## src/rtl/store_queue_fwd.sv

```systemverilog
// Store queue with in-order commit/drain and combinational store-to-load forwarding.
// Entries are tracked with head/cmt/tail pointers that carry a wrap bit.
module store_queue_fwd #(
  parameter int DEPTH      = 8,
  parameter int ADDR_WIDTH = 32,
  parameter int DATA_WIDTH = 32,
  localparam int MASK_WIDTH = DATA_WIDTH / 8,
  localparam int PTR_WIDTH  = $clog2(DEPTH) + 1
) (
  input  logic                  clk,
  input  logic                  rst,
  input  logic                  backend_flush,
  input  logic                  alloc_valid,
  output logic                  alloc_ready,
  output logic [PTR_WIDTH-1:0]  alloc_ptr,
  input  logic                  agu_valid,
  input  logic [PTR_WIDTH-1:0]  agu_ptr,
  input  logic [ADDR_WIDTH-1:0] agu_addr,
  input  logic [DATA_WIDTH-1:0] agu_wdata,
  input  logic [MASK_WIDTH-1:0] agu_wmask,
  input  logic                  commit_valid,
  input  logic                  ld_valid,
  input  logic [ADDR_WIDTH-1:0] ld_addr,
  input  logic [MASK_WIDTH-1:0] ld_rmask,
  input  logic [PTR_WIDTH-1:0]  ld_ptr,
  output logic                  ld_fwd_hit,
  output logic [DATA_WIDTH-1:0] ld_fwd_data,
  output logic                  ld_stall,
  output logic                  dmem_req,
  output logic [ADDR_WIDTH-1:0] dmem_addr,
  output logic [DATA_WIDTH-1:0] dmem_wdata,
  output logic [MASK_WIDTH-1:0] dmem_wmask,
  input  logic                  dmem_resp,
  output logic                  empty
);
  localparam int IDX_W = PTR_WIDTH - 1;
  localparam logic [PTR_WIDTH-1:0] PTR_ONE  = PTR_WIDTH'(1);
  localparam logic [PTR_WIDTH-1:0] FULL_XOR = PTR_ONE << IDX_W;

  typedef enum logic [1:0] {S_FREE, S_WAIT, S_READY, S_CMT} ent_state_e;

  ent_state_e            state_q [DEPTH];
  ent_state_e            state_d [DEPTH];
  logic [ADDR_WIDTH-1:0] addr_q  [DEPTH];
  logic [ADDR_WIDTH-1:0] addr_d  [DEPTH];
  logic [DATA_WIDTH-1:0] data_q  [DEPTH];
  logic [DATA_WIDTH-1:0] data_d  [DEPTH];
  logic [MASK_WIDTH-1:0] mask_q  [DEPTH];
  logic [MASK_WIDTH-1:0] mask_d  [DEPTH];
  logic [PTR_WIDTH-1:0]  head_q, head_d, cmt_q, cmt_d, tail_q, tail_d;

  logic [IDX_W-1:0] head_idx, cmt_idx, tail_idx, agu_idx;
  logic             full, alloc_fire, drain_fire;
  logic             unused_bits;

  assign head_idx    = head_q[IDX_W-1:0];
  assign cmt_idx     = cmt_q[IDX_W-1:0];
  assign tail_idx    = tail_q[IDX_W-1:0];
  assign agu_idx     = agu_ptr[IDX_W-1:0];
  assign unused_bits = ^{ld_addr[1:0], agu_ptr[IDX_W]};

  assign full        = (tail_q ^ head_q) == FULL_XOR;
  assign empty       = (tail_q == head_q);
  assign alloc_ready = !full && !backend_flush;
  assign alloc_ptr   = tail_q;
  assign alloc_fire  = alloc_valid && alloc_ready;

  assign dmem_req    = (state_q[head_idx] == S_CMT);
  assign dmem_addr   = addr_q[head_idx];
  assign dmem_wdata  = data_q[head_idx];
  assign dmem_wmask  = mask_q[head_idx];
  assign drain_fire  = dmem_req && dmem_resp;

  // Updates are layered so that a same-cycle commit lands before the flush scrubs.
  always_comb begin
    state_d = state_q;
    addr_d  = addr_q;
    data_d  = data_q;
    mask_d  = mask_q;
    head_d  = head_q;
    cmt_d   = cmt_q;
    tail_d  = tail_q;
    if (agu_valid) begin
      state_d[agu_idx] = S_READY;
      addr_d[agu_idx]  = agu_addr;
      data_d[agu_idx]  = agu_wdata;
      mask_d[agu_idx]  = agu_wmask;
    end
    if (commit_valid) begin
      state_d[cmt_idx] = S_CMT;
      cmt_d            = cmt_q + PTR_ONE;
    end
    if (drain_fire) begin
      state_d[head_idx] = S_FREE;
      head_d            = head_q + PTR_ONE;
    end
    if (alloc_fire) begin
      state_d[tail_idx] = S_WAIT;
      tail_d            = tail_q + PTR_ONE;
    end
    if (backend_flush) begin
      for (int i = 0; i < DEPTH; i++) begin
        if (state_d[i] == S_WAIT || state_d[i] == S_READY) state_d[i] = S_FREE;
      end
      tail_d = cmt_d;
    end
  end

  always_ff @(posedge clk) begin
    if (rst) begin
      for (int i = 0; i < DEPTH; i++) state_q[i] <= S_FREE;
      head_q <= '0;
      cmt_q  <= '0;
      tail_q <= '0;
    end else begin
      state_q <= state_d;
      head_q  <= head_d;
      cmt_q   <= cmt_d;
      tail_q  <= tail_d;
    end
  end

  always_ff @(posedge clk) begin
    addr_q <= addr_d;
    data_q <= data_d;
    mask_q <= mask_d;
  end

  // Walk oldest to youngest from head; later matches override, leaving the youngest.
  logic [PTR_WIDTH-1:0]  ld_dist, pos;
  logic [IDX_W-1:0]      idx;
  logic                  any_wait, match;
  logic [MASK_WIDTH-1:0] match_mask;
  logic [DATA_WIDTH-1:0] match_data;

  always_comb begin
    ld_dist    = ld_ptr - head_q;
    pos        = head_q;
    idx        = head_idx;
    any_wait   = 1'b0;
    match      = 1'b0;
    match_mask = '0;
    match_data = '0;
    for (int i = 0; i < DEPTH; i++) begin
      pos = head_q + PTR_WIDTH'(i);
      idx = pos[IDX_W-1:0];
      if (PTR_WIDTH'(i) < ld_dist) begin
        if (state_q[idx] == S_WAIT) any_wait = 1'b1;
        if ((state_q[idx] == S_READY || state_q[idx] == S_CMT) &&
            addr_q[idx][ADDR_WIDTH-1:2] == ld_addr[ADDR_WIDTH-1:2] &&
            |(mask_q[idx] & ld_rmask)) begin
          match      = 1'b1;
          match_mask = mask_q[idx];
          match_data = data_q[idx];
        end
      end
    end
  end

  always_comb begin
    ld_fwd_hit  = 1'b0;
    ld_fwd_data = '0;
    ld_stall    = 1'b0;
    if (ld_valid) begin
      if (any_wait) begin
        ld_stall = 1'b1;
      end else if (match) begin
        if ((match_mask & ld_rmask) == ld_rmask) begin
          ld_fwd_hit  = 1'b1;
          ld_fwd_data = match_data;
        end else begin
          ld_stall = 1'b1;
        end
      end
    end
  end

  agu_target_waiting: assert property (@(posedge clk) disable iff (rst)
    agu_valid |-> state_q[agu_idx] == S_WAIT);
  commit_target_ready: assert property (@(posedge clk) disable iff (rst)
    commit_valid |-> state_q[cmt_idx] == S_READY);

endmodule
```

## config.mk

```make
export PLATFORM = sky130hd
export DESIGN_NAME = store_queue_fwd
export DESIGN_NICKNAME = d
export VERILOG_FILES = /design/src/rtl/store_queue_fwd.sv
export SDC_FILE = /design/constraint.sdc
export NUM_CORES = 2
export LEC_CHECK = 0
export ABC_AREA = 1
export CAP_MARGIN = 20
export CORE_MARGIN = 3
export CORE_UTILIZATION = 45
export CTS_CLUSTER_DIAMETER = 120
export DETAILED_ROUTE_END_ITERATION = 10
export GPL_ROUTABILITY_DRIVEN = 0
export PLACE_DENSITY = 0.64
export SETUP_SLACK_MARGIN = 0.4
export SLEW_MARGIN = 20
export SYNTH_ARGS = -nofsm -noshare
export SYNTH_HDL_FRONTEND = slang
export SYNTH_SLANG_ARGS = --single-unit
export TNS_END_PERCENT = 1
```

## constraint.sdc

```tcl
create_clock -name clk -period 11.3 [get_ports clk]
set_input_delay 1.13 -clock clk [delete_from_list [all_inputs] [get_ports clk]]
set_output_delay 1.13 -clock clk [all_outputs]
set_load 0.03 [all_outputs]
```

==> qor.csv <==
metric,value,unit
outcome,finished clean,
critPathMaxFanout,149,
critical_path_arrival,8.74,ns
syn_area_per_cell,6.82,µm²
worst_slack,1.43,ns
synth-edff-count,544,
skew,0.00490,ns
io_pins,229,
die_w,317,µm
ys_ff_latch,572,
grt_pass1_wl,243000,µm
setup_viol,0,
synth_ff_type,edfxtp_1,
totalWireLength,166000,µm
path_clk_slew,0.06,ns
htreeDepth,3,
dp.cells,7479,
clock.fmax,0.101,GHz
crit_cells,27,
cap_violations,0,
cp_top_family,buffers and inverters,
post_cts_resized,0,
yosys_warnings,0,
layout.nets,6417,
tns,0,ns
route.detailed.drc,0,
place_area,46000,µm²
areaGrowthSynthToFinish,11.0,%
crit-reg2reg-capture,state_q[1],
grt_pass1_vias,40200,
fp.coreArea,95300,µm²
drtAntennaViolNets,0,
cts_root_buf,clkbuf_16,
gr-total-overflow,0,
synth_cell_types,47,
crit_slowest_cell,ha_4,
io_buffers,225,
wire_per_inst,21.7,µm
clock-sinks,572,
rsz0062_at_grt,no,
drive_above_1_share,3.11,%
ir_drop,0.112,mV
post-route-period-util,87.4,%
leakage,20.1,nW
hold_buffers,0,
path_buf_inv,5,
async_reset_ff_share,0,%
r2r_slack,7.00,ns
cts_buffers,69,
stdcell_area,48200,µm²
cts_tree,yes,
initial_utilization,45.6,%
post_cts_buffers,0,
syn_nets,6497,
whs_path_depth,2,
layoutNonFillerInstCount,7611,
track_usage,32.1,%
worstSkewPairLatency,0.64,ns
drv_slew,0,
worstSetupEndpointType,primary output,
dpl.hpwl,106000,µm
power.density,123,nW/µm²
crit_start,head_q[0],
rr_worst_depth,14,
cp_common_cell,nand2_1,
route.vias.total,45400,
dr.pass1.iters,10,
synthTopCellsByArea,"edfxtp_1, nand2_1, nand3_1",
synthCells,6365,
crit_path_max_incr_delay,0.95,ns
cp-endpoint,ld_fwd_data[25],
worstSetupPathType,reg2out,
layout_min_cycle_time,9.87,ns
viasPerCell,5.96,
rr_startpoint,head_q[0],
hold_viol,0,
yosysTopAreaCell,edfxtp_1,
antenna_found_initial,14,
crit_required,10.17,ns
crit_path_start_kind,register,
fp-row-count,113,
grt_max_degree,150,
ys_seq_area_share,38.9,%
clockBufferDepth,3,
synth_top_area_share,37.6,%
worstHoldPathType,reg2reg,
tightest_slew,1.25,ns
die_h,317,µm
synth_area,43400,µm²
dieArea,100000,µm²
dr.first_iter.drc_count,6310,
dp_slack,2.27,ns
relSlewSlack,15.8,%
[sequential cells by signal (all words and copies together) (netlist names)]
signal,flops
mask_q,32
state_q,16
alloc_ptr,4
cmt_q,4
head_q,4
data_q,256
addr_q,256
[cell usage after synthesis, types with 2 or more instances]
master,count
nand2_1,2143
a22o_1,6
o21ai_1,60
mux2i_1,72
o21bai_1,2
and2_1,24
buf_2,161
or2_2,7
nand2_2,2
nor3b_1,2
nand4_1,16
nand3_1,1070
o2111ai_1,2
a211oi_1,64
edfxtp_1,544
ha_1,11
nor2_1,282
dfxtp_1,28
buf_4,20
clkbuf_1,180
o211ai_1,96
or2_1,5
nor3_1,10
buf_1,73
a21oi_1,214
nand3b_1,3
a31oi_1,13
and2_0,6
o21ai_0,722
nor4_1,6
inv_2,9
nor2_2,3
xnor2_1,4
inv_1,392
clkinv_1,17
o21a_1,5
nor2_4,2
a221oi_1,2
buf_6,3
xor2_1,62
o22ai_1,16
[layout by cell type (no fill, tap or decap), drive strengths merged, types with 9 or more instances in the layout]
| cell type | instances |
|---|---|
| a211oi | 64 |
| buf | 61 |
| clkinv | 39 |
| mux2i | 72 |
| xor2 | 62 |
| inv | 407 |
| nand4 | 16 |
| o21ai | 782 |
| a31oi | 13 |
| clkbuf | 87 |
| or2 | 12 |
| clkdlybuf4s50 | 225 |
| and2 | 30 |
| a21oi | 214 |
| ha | 11 |
| o211ai | 96 |
| diode | 9 |
| dfxtp | 28 |
| o22ai | 16 |
| nor3 | 10 |
| nand2 | 2145 |
| edfxtp | 544 |
| nor2 | 287 |
| nand3 | 1070 |
[where the power goes]
group / internal [mW] / switching, mW / leakage, nW / total [mW]
clock network: 1.27 / 0.940 / 1.06 / 2.21
logic: 0.362 / 0.901 / 13.8 / 1.26
registers: 2.40 / 0.0349 / 5.17 / 2.43
total: 4.03 / 1.88 / 20.1 / 5.91
[cell families after synthesis]
| group | count (synthesis) | share of synthesized area (%) |
|---|---|---|
| and+or+nand+nor | 3581 | 34.5 |
| AOI/OAI and AO/OA | 1206 | 15.1 |
| buffers and inverters | 855 | 8.08 |
| DFF | 572 | 38.9 |
| muxes | 72 | 1.66 |
| xor gates and xnor gates | 67 | 1.37 |
| adders and majority gates | 12 | 0.363 |
[final cells by class]
| cell class | instances | area, µm² |
|---|---|---|
| fillers | 9411 | 47100 |
| well taps | 1265 | 1580 |
| inverters | 418 | 1610 |
| clock inverters | 36 | 394 |
| flip-flops and latches | 572 | 16900 |
| clock buffers | 87 | 1790 |
| repair buffers | 286 | 2730 |
| diodes | 9 | 22.5 |
| multi-input cells | 4938 | 23200 |
[metrics by stage]
| stage | power, mW | utilization [%] | hold slack (ns) |
|---|---|---|---|
| after floorplan | 3.25 | - | 0.466 |
| after global placement | 3.68 | 48.3 | 0.490 |
| after detailed placement | 3.69 | 48.3 | 0.502 |
| after CTS | 5.90 | 50.6 | 0.520 |
| after global routing | 6.13 | 50.6 | 0.553 |
| final | 5.91 | 50.6 | 0.519 |
[how the worst min path moves through the flow]
| stage | start | endpoint | slack, ns |
|---|---|---|---|
| final | cmt_q[3] | cmt_q[3] | 0.52 |
| after global routing | head_q[3] | head_q[3] | 0.55 |
| after CTS | cmt_q[3] | cmt_q[3] | 0.52 |
| after detailed placement | cmt_q[3] | cmt_q[3] | 0.50 |
| after global placement | cmt_q[3] | cmt_q[3] | 0.49 |
| after floorplan | head_q[3] | head_q[3] | 0.47 |
[worst register-to-register path, cell delays in order (launching register included)]
cell and delay [ns]:
dfxtp_4 0.54, inv_8 0.69, buf_4 0.86, o21ai_1 0.19
nand2_1 0.12, nand3_1 0.08, nand2_1 0.32, and2_1 0.31
nand2_1 0.24, nor2_1 0.14, inv_1 0.10, nor2_1 0.23
inv_1 0.07, a21oi_1 0.17, a211oi_1 0.09
[metal layers]
layer / wire length [µm] / up-vias / track usage, % / share of wire, %
li1: - / 21500 / - / -
met1: 65000 / 20700 / 42.5 / 39
met2: 71800 / 2611 / 49.6 / 43
met3: 19500 / 587 / 7.16 / 12
met4: 9160 / 14 / 16.4 / 5.5
met5: 88 / - / 0 / 0.053
Note: power is estimated with default switching activity, not from simulation.
